[config.mk]
export PLATFORM = sky130hd
export DESIGN_NAME = hazard_ctrl
export DESIGN_NICKNAME = d
export VERILOG_FILES = /design/src/rtl/cpu_pkg.sv /design/src/rtl/hz_match.sv /design/src/rtl/hazard_ctrl.sv
export SDC_FILE = /design/constraint.sdc
export NUM_CORES = 1
export LEC_CHECK = 0
export BUFFER_PORTS_ARGS = -buffer_cell sky130_fd_sc_hd__buf_2
export CAP_MARGIN = 10
export CORE_ASPECT_RATIO = 1.2
export CORE_MARGIN = 2
export CORE_UTILIZATION = 44
export CTS_CLUSTER_DIAMETER = 80
export DETAILED_ROUTE_END_ITERATION = 16
export GPL_TIMING_DRIVEN = 0
export PLACE_DENSITY_LB_ADDON = 0.12
export SYNTH_ARGS = -nofsm -noshare
export SYNTH_HDL_FRONTEND = slang
export SYNTH_SLANG_ARGS = --single-unit
[constraint.sdc]
create_clock -name clk_i -period 1.7 [get_ports clk_i]
set_input_delay 0.34 -clock clk_i [delete_from_list [all_inputs] [get_ports clk_i]]
set_output_delay 0.34 -clock clk_i [all_outputs]
set_load 0.02 [all_outputs]
[src/rtl/cpu_pkg.sv]
// Shared pipeline-control types: hazard FSM states and the packed stall/flush
// vector that other control blocks (cp0, tlb) can drive the same way.
package cpu_pkg;

  typedef enum logic [1:0] {
    IDLE     = 2'd0,
    DIV_BUSY = 2'd1,
    DIV_DONE = 2'd2
  } hz_state_e;

  typedef struct packed {
    logic stall_pc;
    logic stall_if2id;
    logic stall_id2exe;
    logic stall_exe2mem;
    logic flush_if2id;
    logic flush_id2exe;
    logic flush_exe2mem;
    logic flush_mem2wb;
  } pipe_ctrl_t;

  localparam pipe_ctrl_t PIPE_CTRL_NONE = '0;

endpackage

[src/rtl/hz_match.sv]
// Operand-match unit: flags an ID source register that equals a producer's
// destination. Register 0 is hardwired and never creates a dependency.
module hz_match (
  input  logic [4:0] rs_i,
  input  logic [4:0] rt_i,
  input  logic       use_rs_i,
  input  logic       use_rt_i,
  input  logic [4:0] dst_i,
  output logic       hit_o
);

  logic rs_hit;
  logic rt_hit;

  assign rs_hit = use_rs_i && (rs_i != 5'd0) && (rs_i == dst_i);
  assign rt_hit = use_rt_i && (rt_i != 5'd0) && (rt_i == dst_i);
  assign hit_o  = rs_hit || rt_hit;

endmodule

[src/rtl/hazard_ctrl.sv]
// Pipeline hazard controller: prioritises exceptions, D-memory waits, the
// multi-cycle divider, data hazards and I-fetch waits into stall/flush controls.
module hazard_ctrl
  import cpu_pkg::*;
#(
  parameter int DIV_CYCLES = 32,
  parameter int CNT_W      = $clog2(DIV_CYCLES)
) (
  input  logic       clk_i,
  input  logic       rst_i,
  input  logic [4:0] id_rs_i,
  input  logic [4:0] id_rt_i,
  input  logic       id_use_rs_i,
  input  logic       id_use_rt_i,
  input  logic       id_branch_i,
  input  logic [4:0] exe_dst_i,
  input  logic       exe_wreg_i,
  input  logic       exe_rmem_i,
  input  logic       exe_div_i,
  input  logic [4:0] mem_dst_i,
  input  logic       mem_rmem_i,
  input  logic       imem_stall_i,
  input  logic       dmem_stall_i,
  input  logic       except_i,
  output logic       stall_pc_o,
  output logic       stall_if2id_o,
  output logic       stall_id2exe_o,
  output logic       stall_exe2mem_o,
  output logic       flush_if2id_o,
  output logic       flush_id2exe_o,
  output logic       flush_exe2mem_o,
  output logic       flush_mem2wb_o,
  output logic       div_done_o,
  output logic       div_busy_o
);

  hz_state_e        state_q, state_d;
  logic [CNT_W-1:0] cnt_q, cnt_d;
  pipe_ctrl_t       ctrl;
  logic             exe_hit, mem_hit;
  logic             load_use, br_haz, div_stall;

  hz_match u_exe_match (
    .rs_i     (id_rs_i),
    .rt_i     (id_rt_i),
    .use_rs_i (id_use_rs_i),
    .use_rt_i (id_use_rt_i),
    .dst_i    (exe_dst_i),
    .hit_o    (exe_hit)
  );

  hz_match u_mem_match (
    .rs_i     (id_rs_i),
    .rt_i     (id_rt_i),
    .use_rs_i (id_use_rs_i),
    .use_rt_i (id_use_rt_i),
    .dst_i    (mem_dst_i),
    .hit_o    (mem_hit)
  );

  assign load_use  = exe_rmem_i && exe_hit;
  assign br_haz    = id_branch_i && ((exe_wreg_i && exe_hit) || (mem_rmem_i && mem_hit));
  assign div_stall = ((state_q == IDLE) && exe_div_i) || (state_q == DIV_BUSY);

  always_ff @(posedge clk_i) begin
    if (!rst_i) begin
      state_q <= IDLE;
      cnt_q   <= '0;
    end else begin
      state_q <= state_d;
      cnt_q   <= cnt_d;
    end
  end

  // The divide counter keeps running through D-memory waits; only DIV_DONE waits them out.
  always_comb begin
    state_d = state_q;
    cnt_d   = cnt_q;
    if (except_i) begin
      state_d = IDLE;
      cnt_d   = '0;
    end else begin
      unique case (state_q)
        IDLE: begin
          if (exe_div_i) begin
            state_d = DIV_BUSY;
            cnt_d   = CNT_W'(DIV_CYCLES - 1);
          end
        end
        DIV_BUSY: begin
          if (cnt_q == '0) state_d = DIV_DONE;
          else             cnt_d   = cnt_q - CNT_W'(1);
        end
        DIV_DONE: begin
          if (!dmem_stall_i) state_d = IDLE;
        end
        default: begin
          state_d = IDLE;
          cnt_d   = '0;
        end
      endcase
    end
  end

  always_comb begin
    ctrl = PIPE_CTRL_NONE;
    if (!rst_i) begin
      ctrl = PIPE_CTRL_NONE;
    end else if (except_i) begin
      ctrl.flush_if2id   = 1'b1;
      ctrl.flush_id2exe  = 1'b1;
      ctrl.flush_exe2mem = 1'b1;
      ctrl.flush_mem2wb  = 1'b1;
    end else if (dmem_stall_i) begin
      ctrl.stall_pc      = 1'b1;
      ctrl.stall_if2id   = 1'b1;
      ctrl.stall_id2exe  = 1'b1;
      ctrl.stall_exe2mem = 1'b1;
      ctrl.flush_mem2wb  = 1'b1;
    end else if (div_stall) begin
      ctrl.stall_pc      = 1'b1;
      ctrl.stall_if2id   = 1'b1;
      ctrl.stall_id2exe  = 1'b1;
      ctrl.flush_exe2mem = 1'b1;
    end else if (load_use || br_haz) begin
      ctrl.stall_pc      = 1'b1;
      ctrl.stall_if2id   = 1'b1;
      ctrl.flush_id2exe  = 1'b1;
    end else if (imem_stall_i) begin
      ctrl.stall_pc      = 1'b1;
      ctrl.flush_if2id   = 1'b1;
    end
  end

  assign stall_pc_o      = ctrl.stall_pc;
  assign stall_if2id_o   = ctrl.stall_if2id;
  assign stall_id2exe_o  = ctrl.stall_id2exe;
  assign stall_exe2mem_o = ctrl.stall_exe2mem;
  assign flush_if2id_o   = ctrl.flush_if2id;
  assign flush_id2exe_o  = ctrl.flush_id2exe;
  assign flush_exe2mem_o = ctrl.flush_exe2mem;
  assign flush_mem2wb_o  = ctrl.flush_mem2wb;
  assign div_done_o      = rst_i && (state_q == DIV_DONE);
  assign div_busy_o      = rst_i && (state_q == DIV_BUSY);

endmodule

==> summary.txt, run 1 <==
=================================================================================
Share of the clock period used by the worst path after layout              118.1%
Core area                                                              1662 sq um
Element type at the critical path end                                primary output
Antenna-violating nets left                                                     0
Final-report setup violation count                                              4
Register share of total power                                               29.7%
Post-Synthesis Mean Instance Area                                     7.495 sq um
Final WS setup                                                         -0.3083 ns
Boundary pin count                                                             42
Internal                                                              0.0003917 W
Wire length per cell                                                     12.80 um
Layout Skew                                                           0.002553 ns
Clk pwr share                                                               26.5%
Measured slew at the worst slew-check pin                               0.4968 ns
Count of buffers from port buffering                                           40
TritonRoute pass-1 iters                                                        4
Area growth from synthesis to final layout                                 50.56%
Clk root buf                                                         sky130_fd_sc_hd__clkbuf_4
Maximum ir drop on the vdd rail                                         0.3181 mV
Wire length of the first global-routing pass                              3408 um
Vias/cell                                                                   5.506
Maximum clock path buffer count                                                 2
Post-Syn Instances                                                            105
Total wirelength of the detailed-routed design                            2151 um
Top library cells by usage in the layout, fill and taps aside        29 x sky130_fd_sc_hd__buf_2, 18 x sky130_fd_sc_hd__xor2_1, 12 x sky130_fd_sc_hd__nor2_1
Max-slew violation total from the final report                                  0
Post-synthesis mux area share                                                  0%
Post-synthesis share of cell area spent on xor and xnor gates              22.26%
Final net count                                                               185
Outcome                                                              finished with violations
Post-Place Cell Area                                                   1030 sq um
Relative slew slack                                                        66.88%
TritonCTS clock tree                                                          yes
Critical path type                                                         in2out
Post-synthesis register bit count                                               7
Post-synthesis instance area                                          787.0 sq um
Most common cell after layout, fill and taps aside                   sky130_fd_sc_hd__buf_2
Initial antenna violation count                                                 0
Worst hold slack across all endpoints                                   0.4312 ns
Initial drt markers                                                            10
Cell Pwr Density                                                     520.1 nW/um^2
Die Height                                                               50.33 um
Fmax                                                                    497.9 MHz
Die footprint                                                          2144 sq um
Simple-gate share of the synthesized area                                  26.55%
GRT Resource Usage Total                                                   20.53%
Total negative setup slack                                              -1.025 ns
Number of levels the H-tree was split into                                      1
Number of maximum-capacitance violations                                        0
Total inserted antenna cells                                                    0
Required @ worst endpoint                                                 1.36 ns
Pin count of the biggest net entering global routing                           11
Dominant combinational cell family by area after synthesis           simple AND/OR/NAND/NOR gates
Non-Filler Cell Area, Final                                            1185 sq um
DP HPWL                                                                   1651 um
Number of hold-slack violations in the final timing report                      0
Placer Congestion                                                          0.7850
Vias after detailed routing                                                   925
Class of the most critical hold timing path                                in2reg
Vias in the first global route                                                874
Core Rows                                                                      16
Switching component of the power                                      0.0002246 W
Clock slew seen by the registers of the worst setup and hold paths        0.05 ns
Clock buffer count from CTS                                                     3
Synth Area in Compound Gates                                               25.91%
Fraction of layout instances using a drive strength above 1                43.33%
Number of warning messages in the yosys log                                     0
Number of different library cells in the post-synthesis netlist                29
Unrepaired setup endpoints after global routing                              true
Starting density of the core                                               47.36%
Min Tclk post-route                                                      2.008 ns
Total Power Consumption                                               0.0006163 W
Violated checks                                                      setup timing
Post-route DRC                                                                  0
Sequential fraction of the synthesis area                                  17.81%
Overall die width                                                        42.61 um
CP startpoint kind                                                      input pin
Leakage power figure                                                    0.5293 nW
Critical-path maximum fanout                                                    4
Pre-CTS worst setup slack                                              -0.3495 ns
Data arrival time of the critical path                                    1.67 ns
Number of sinks driven by the clock tree                                        7
Synthesized Nets                                                              139
GRT overflow                                                                    0
Power share of the combinational group                                      43.8%
Clk Latency, worst-skew pair                                              0.27 ns
Sw Ratio                                                                   36.45%
Adder-cell area share of the yosys netlist                                 3.180%
=================================================================================
registers in the layout (all words and copies together) (netlist names):
register  flops
cnt_q         5
state_q       2
per-layer routing:
| metal | GRT usage [%] | wire length [um] |
|---|---|---|
| met2 | 38.72 | 1100 |
| met5 | 0 | 0 |
| met3 | 1.079 | 100 |
| met4 | 11.98 | 75 |
| met1 | 22.00 | 874 |
Yosys cell counts:
library cell | number | area [sq um]
sky130_fd_sc_hd__nor2b_1 | 3 | 18.77
sky130_fd_sc_hd__a31oi_1 | 1 | 6.260
sky130_fd_sc_hd__o22ai_2 | 1 | 12.51
sky130_fd_sc_hd__nor3b_1 | 1 | 7.510
sky130_fd_sc_hd__nor4_1 | 3 | 18.77
sky130_fd_sc_hd__dfxtp_1 | 7 | 140.1
sky130_fd_sc_hd__buf_4 | 1 | 7.510
sky130_fd_sc_hd__ha_1 | 2 | 25.02
sky130_fd_sc_hd__o21ai_1 | 6 | 30.03
sky130_fd_sc_hd__nor3_1 | 2 | 10.01
sky130_fd_sc_hd__and3_1 | 2 | 12.51
sky130_fd_sc_hd__o21ai_0 | 2 | 10.01
sky130_fd_sc_hd__o22a_2 | 1 | 10.01
sky130_fd_sc_hd__a22o_1 | 1 | 8.760
sky130_fd_sc_hd__inv_1 | 5 | 18.77
sky130_fd_sc_hd__xor2_1 | 20 | 175.2
sky130_fd_sc_hd__or4_1 | 2 | 15.01
sky130_fd_sc_hd__nand2b_1 | 2 | 12.51
sky130_fd_sc_hd__a22oi_1 | 4 | 30.03
sky130_fd_sc_hd__o31a_1 | 1 | 8.760
sky130_fd_sc_hd__a21oi_1 | 6 | 30.03
sky130_fd_sc_hd__a41oi_4 | 1 | 27.53
sky130_fd_sc_hd__nor2_1 | 15 | 56.30
sky130_fd_sc_hd__nor4_2 | 2 | 25.02
sky130_fd_sc_hd__o21bai_1 | 1 | 7.510
sky130_fd_sc_hd__nand4_1 | 1 | 6.260
sky130_fd_sc_hd__o21a_1 | 3 | 22.52
sky130_fd_sc_hd__nand2_1 | 7 | 26.28
sky130_fd_sc_hd__clkbuf_1 | 2 | 7.510
logic make-up after synthesis:
family / after synthesis
xor+xnor: 20
compound gates: 28
flops: 7
fa+ha+maj: 2
simple gates: 40
buf+inv: 8
power groups by stage:
stage	registers, W	clock network [W]	logic [W]
after floorplan	0.000183	0	0.000148
after global placement	0.000185	0	0.000229
after detailed placement	0.000186	0	0.000234
after CTS	0.000182	0.000163	0.000248
after global routing	0.000185	0.000173	0.000294
final	0.000183	0.000163	0.000270
worst paths after layout:
check | from | endpoint | slack (ns) | depth (start not counted)
max reg2reg | cnt_q[0] | cnt_q[3] | 0.20 | 6
max | exe_dst_i[3] | flush_if2id_o | -0.31 | 7
min | dmem_stall_i | state_q[1] | 0.43 | 3
min reg2reg | cnt_q[4] | cnt_q[4] | 0.50 | 2
worst max-delay path, stage by stage:
cell and delay [ns]:
sky130_fd_sc_hd__buf_8 0.10, sky130_fd_sc_hd__xor2_2 0.16, sky130_fd_sc_hd__nor4_2 0.30, sky130_fd_sc_hd__a22oi_1 0.13, sky130_fd_sc_hd__o22a_2 0.28, sky130_fd_sc_hd__a22o_4 0.23
sky130_fd_sc_hd__buf_6 0.12
metrics by stage:
| stage | utilization, % | std cells |
|---|---|---|
| floorplan | - | 105 |
| global route | 71.31 | 168 |
| finish | 71.31 | 168 |
| CTS | 66.42 | 167 |
| global placement | 61.97 | 163 |
| detailed placement | 61.97 | 163 |
timing repair:
item | CTS | global route
pin swaps | 6 | 13
cloned | 0 | 0
gates resized for setup | 13 | 20
endpoints found under the setup margin | 6 | 7
buffers inserted | 0 | 1
hold buffers | 0 | 0
area by class of cell:
type                       count  area [sq um]
clock buffer                   4         26.28
timing repair buffer          41         272.8
fill                         134         476.7
multi-input combinational     90         683.2
sequential                     7         141.4
buffer                         3         20.02
inverter                       5         18.77
tap                           18         22.52
Note: power is estimated with default switching activity, not from simulation.
==> run 2, diff against run 1 <==
--- a/config.mk
+++ b/config.mk
@@ -5,15 +5,14 @@
 export SDC_FILE = /design/constraint.sdc
 export NUM_CORES = 1
 export LEC_CHECK = 0
-export BUFFER_PORTS_ARGS = -buffer_cell sky130_fd_sc_hd__buf_2
 export CAP_MARGIN = 10
 export CORE_ASPECT_RATIO = 1.2
 export CORE_MARGIN = 2
 export CORE_UTILIZATION = 44
 export CTS_CLUSTER_DIAMETER = 80
 export DETAILED_ROUTE_END_ITERATION = 16
+export DONT_BUFFER_PORTS = 1
 export GPL_TIMING_DRIVEN = 0
-export PLACE_DENSITY_LB_ADDON = 0.12
 export SYNTH_ARGS = -nofsm -noshare
 export SYNTH_HDL_FRONTEND = slang
 export SYNTH_SLANG_ARGS = --single-unit
==> summary.txt, run 2 (synthesis results as in run 1) <==
========================================================================================
Outcome                                                                     finished with violations   unchanged
Violated checks                                                             setup timing   unchanged
Critical-path maximum fanout                                                           4   unchanged
Clk Latency, worst-skew pair                                                     0.25 ns   was 0.27 ns
Relative slew slack                                                               74.98%   was 66.88%
Initial antenna violation count                                                        0   unchanged
TritonCTS clock tree                                                                 yes   unchanged
Boundary pin count                                                                    42   unchanged
Min Tclk post-route                                                             1.842 ns   was 2.008 ns
Initial drt markers                                                                   10   unchanged
Overall die width                                                               42.61 um   unchanged
GRT Resource Usage Total                                                          17.23%   was 20.53%
Top library cells by usage in the layout, fill and taps aside               20 x sky130_fd_sc_hd__xor2_1, 11 x sky130_fd_sc_hd__nor2_1, 7 x sky130_fd_sc_hd__nand2_1   was 29 x sky130_fd_sc_hd__buf_2, 18 x sky130_fd_sc_hd__xor2_1, 12 x sky130_fd_sc_hd__nor2_1
Hold buffer count at CTS                                                               0   unchanged
Max-slew violation total from the final report                                         0   unchanged
Cell Pwr Density                                                            560.9 nW/um^2   was 520.1 nW/um^2
Max reg flops                                                                          5   unchanged
Layout Skew                                                                   0.01322 ns   was 0.002553 ns
Pin count of the biggest net entering global routing                                  11   unchanged
Final-report setup violation count                                                     4   unchanged
Die footprint                                                                 2144 sq um   unchanged
DP HPWL                                                                          1430 um   was 1651 um
Clock slew seen by the registers of the worst setup and hold paths               0.06 ns   was 0.05 ns
CP startpoint kind                                                             input pin   unchanged
Core area                                                                     1662 sq um   unchanged
Post-CTS Setup Inserts                                                                 0   unchanged
Required @ worst endpoint                                                        1.36 ns   about the same
Cells after DPL                                                                      123   was 163
Critical path type                                                                in2out   unchanged
Vias/cell                                                                          5.787   was 5.506
Starting density of the core                                                      47.36%   unchanged
Power share of the combinational group                                             35.0%   was 43.8%
CP max stage delay                                                               0.31 ns   was 0.30 ns
Unrepaired setup endpoints after global routing                                     true   unchanged
Worst Path Buf+Inv                                                                     0   was 2
Number of hold-slack violations in the final timing report                             0   unchanged
Class of the most critical hold timing path                                       in2reg   unchanged
Clock buffer count from CTS                                                            3   unchanged
Element type at the critical path end                                       primary output   unchanged
Total wirelength of the detailed-routed design                                   1719 um   was 2151 um
Number of levels the H-tree was split into                                             1   unchanged
WL met3                                                                           109 um   was 100 um
Top routing layer in use                                                            met4   unchanged
Switching component of the power                                             0.0001746 W   was 0.0002246 W
Registers with the highest flip-flop counts                                 cnt_q x5, state_q x2   unchanged
Final net count                                                                      144   was 185
Category of cells accounting for the largest share of critical-path delay   compound AO/OA/AOI/OAI gates   unchanged
Post-route DRC                                                                         0   unchanged
Clk root buf                                                                sky130_fd_sc_hd__clkbuf_4   unchanged
Slowest cell on crit path                                                   sky130_fd_sc_hd__nor4_2   unchanged
Antenna-violating nets left                                                            0   unchanged
Total negative setup slack                                                    -0.4232 ns   was -1.025 ns
Wire length of the first global-routing pass                                     2891 um   was 3408 um
Clk pwr share                                                                      29.2%   was 26.5%
Wire length per cell                                                            13.54 um   was 12.80 um
Maximum ir drop on the vdd rail                                                0.2851 mV   was 0.3181 mV
Maximum clock path buffer count                                                        2   unchanged
Most common cell after layout, fill and taps aside                          sky130_fd_sc_hd__xor2_1   was sky130_fd_sc_hd__buf_2
Register share of total power                                                      35.8%   was 29.7%
Die Height                                                                      50.33 um   unchanged
Count of buffers from port buffering                                                   0   was 40
Number of sinks driven by the clock tree                                               7   unchanged
Post-layout instance count excluding filler cells                                    127   was 168
Core Rows                                                                             16   unchanged
Placer Congestion                                                                 0.7497   was 0.7850
Final WS setup                                                                -0.1420 ns   was -0.3083 ns
Crit path cell chain                                                        xor2_1 > nor4_2 > a22oi_1 > o22a_2 > a22o_4   was buf_8 > xor2_2 > nor4_2 > a22oi_1 > o22a_2 > a22o_4 > buf_6
Internal                                                                     0.0003363 W   was 0.0003917 W
Leakage power figure                                                           0.3394 nW   was 0.5293 nW
Vias in the first global route                                                       732   was 874
Number of maximum-capacitance violations                                               0   unchanged
Measured slew at the worst slew-check pin                                      0.3737 ns   was 0.4968 ns
Share of the clock period used by the worst path after layout                     108.4%   was 118.1%
Fraction of layout instances using a drive strength above 1                       20.18%   was 43.33%
Met1 routed wirelength after detailed routing                                     645 um   was 874 um
Vias after detailed routing                                                          735   was 925
Fmax                                                                           542.9 MHz   was 497.9 MHz
TritonRoute pass-1 iters                                                               4   unchanged
Top reg by flops                                                                   cnt_q   unchanged
Total inserted antenna cells                                                           0   unchanged
Sw Ratio                                                                          34.18%   was 36.45%
Data arrival time of the critical path                                           1.50 ns   was 1.67 ns
GRT overflow                                                                           0   unchanged
Routed met2 length                                                                952 um   was 1100 um
Area growth from synthesis to final layout                                        15.74%   was 50.56%
========================================================================================
[run 2: worst paths after layout]
| check | startpoint | to | slack [ns] | depth (start not counted) |
|---|---|---|---|---|
| max | exe_dst_i[3] | flush_if2id_o | -0.14 | 5 |
| min reg2reg | cnt_q[4] | cnt_q[4] | 0.51 | 2 |
| max reg2reg | cnt_q[0] | cnt_q[4] | 0.26 | 6 |
| min | dmem_stall_i | state_q[1] | 0.26 | 2 |
[run 2: power by group through the flow]
stage,sequential (W),clock [W],combinational [W]
4_1_cts,0.000182,0.000156,0.000169
3_5_place_dp,0.000186,0,0.000168
5_1_grt,0.000184,0.000163,0.000200
2_1_floorplan,0.000183,0,0.000148
3_3_place_gp,0.000186,0,0.000167
6_report,0.000183,0.000149,0.000179
[run 2: metrics by stage]
step	util (%)	total power (W)	worst slack (ns)	hold slack [ns]	instance area (sq um)
final	54.82	0.0005109	-0.1420	0.2579	910.9
after global routing	54.82	0.0005474	-0.2078	0.2837	910.9
after detailed placement	49.92	0.0003535	-0.1540	0.5125	829.5
after floorplan	-	0.0003311	-0.01681	0.4728	807.0
after global placement	49.92	0.0003520	-0.1250	0.4813	829.5
after CTS	52.03	0.0005071	-0.1478	0.2528	864.6
[run 2: what timing repair did]
action                     CTS  global route
resized for setup            2            12
setup endpoints to repair    5             8
gates cloned                 0             0
pin swaps                    0             3
[run 2: final cells by class]
cell class              instances  area (sq um)
plain buffers                   3         16.27
clock buffers                   3         22.52
clock inverters                 1         5.005
fillers                       177         750.7
inverters                       5         18.77
multi-input cells              90         684.4
flip-flops and latches          7         141.4
well taps                      18         22.52
[run 2: per-layer routing]
layer / vias up / GRT usage [%]
li1: 379 / -
met1: 327 / 17.72
met2: 27 / 32.05
met3: 2 / 5.396
met4: 0 / 6.250
met5: - / 0
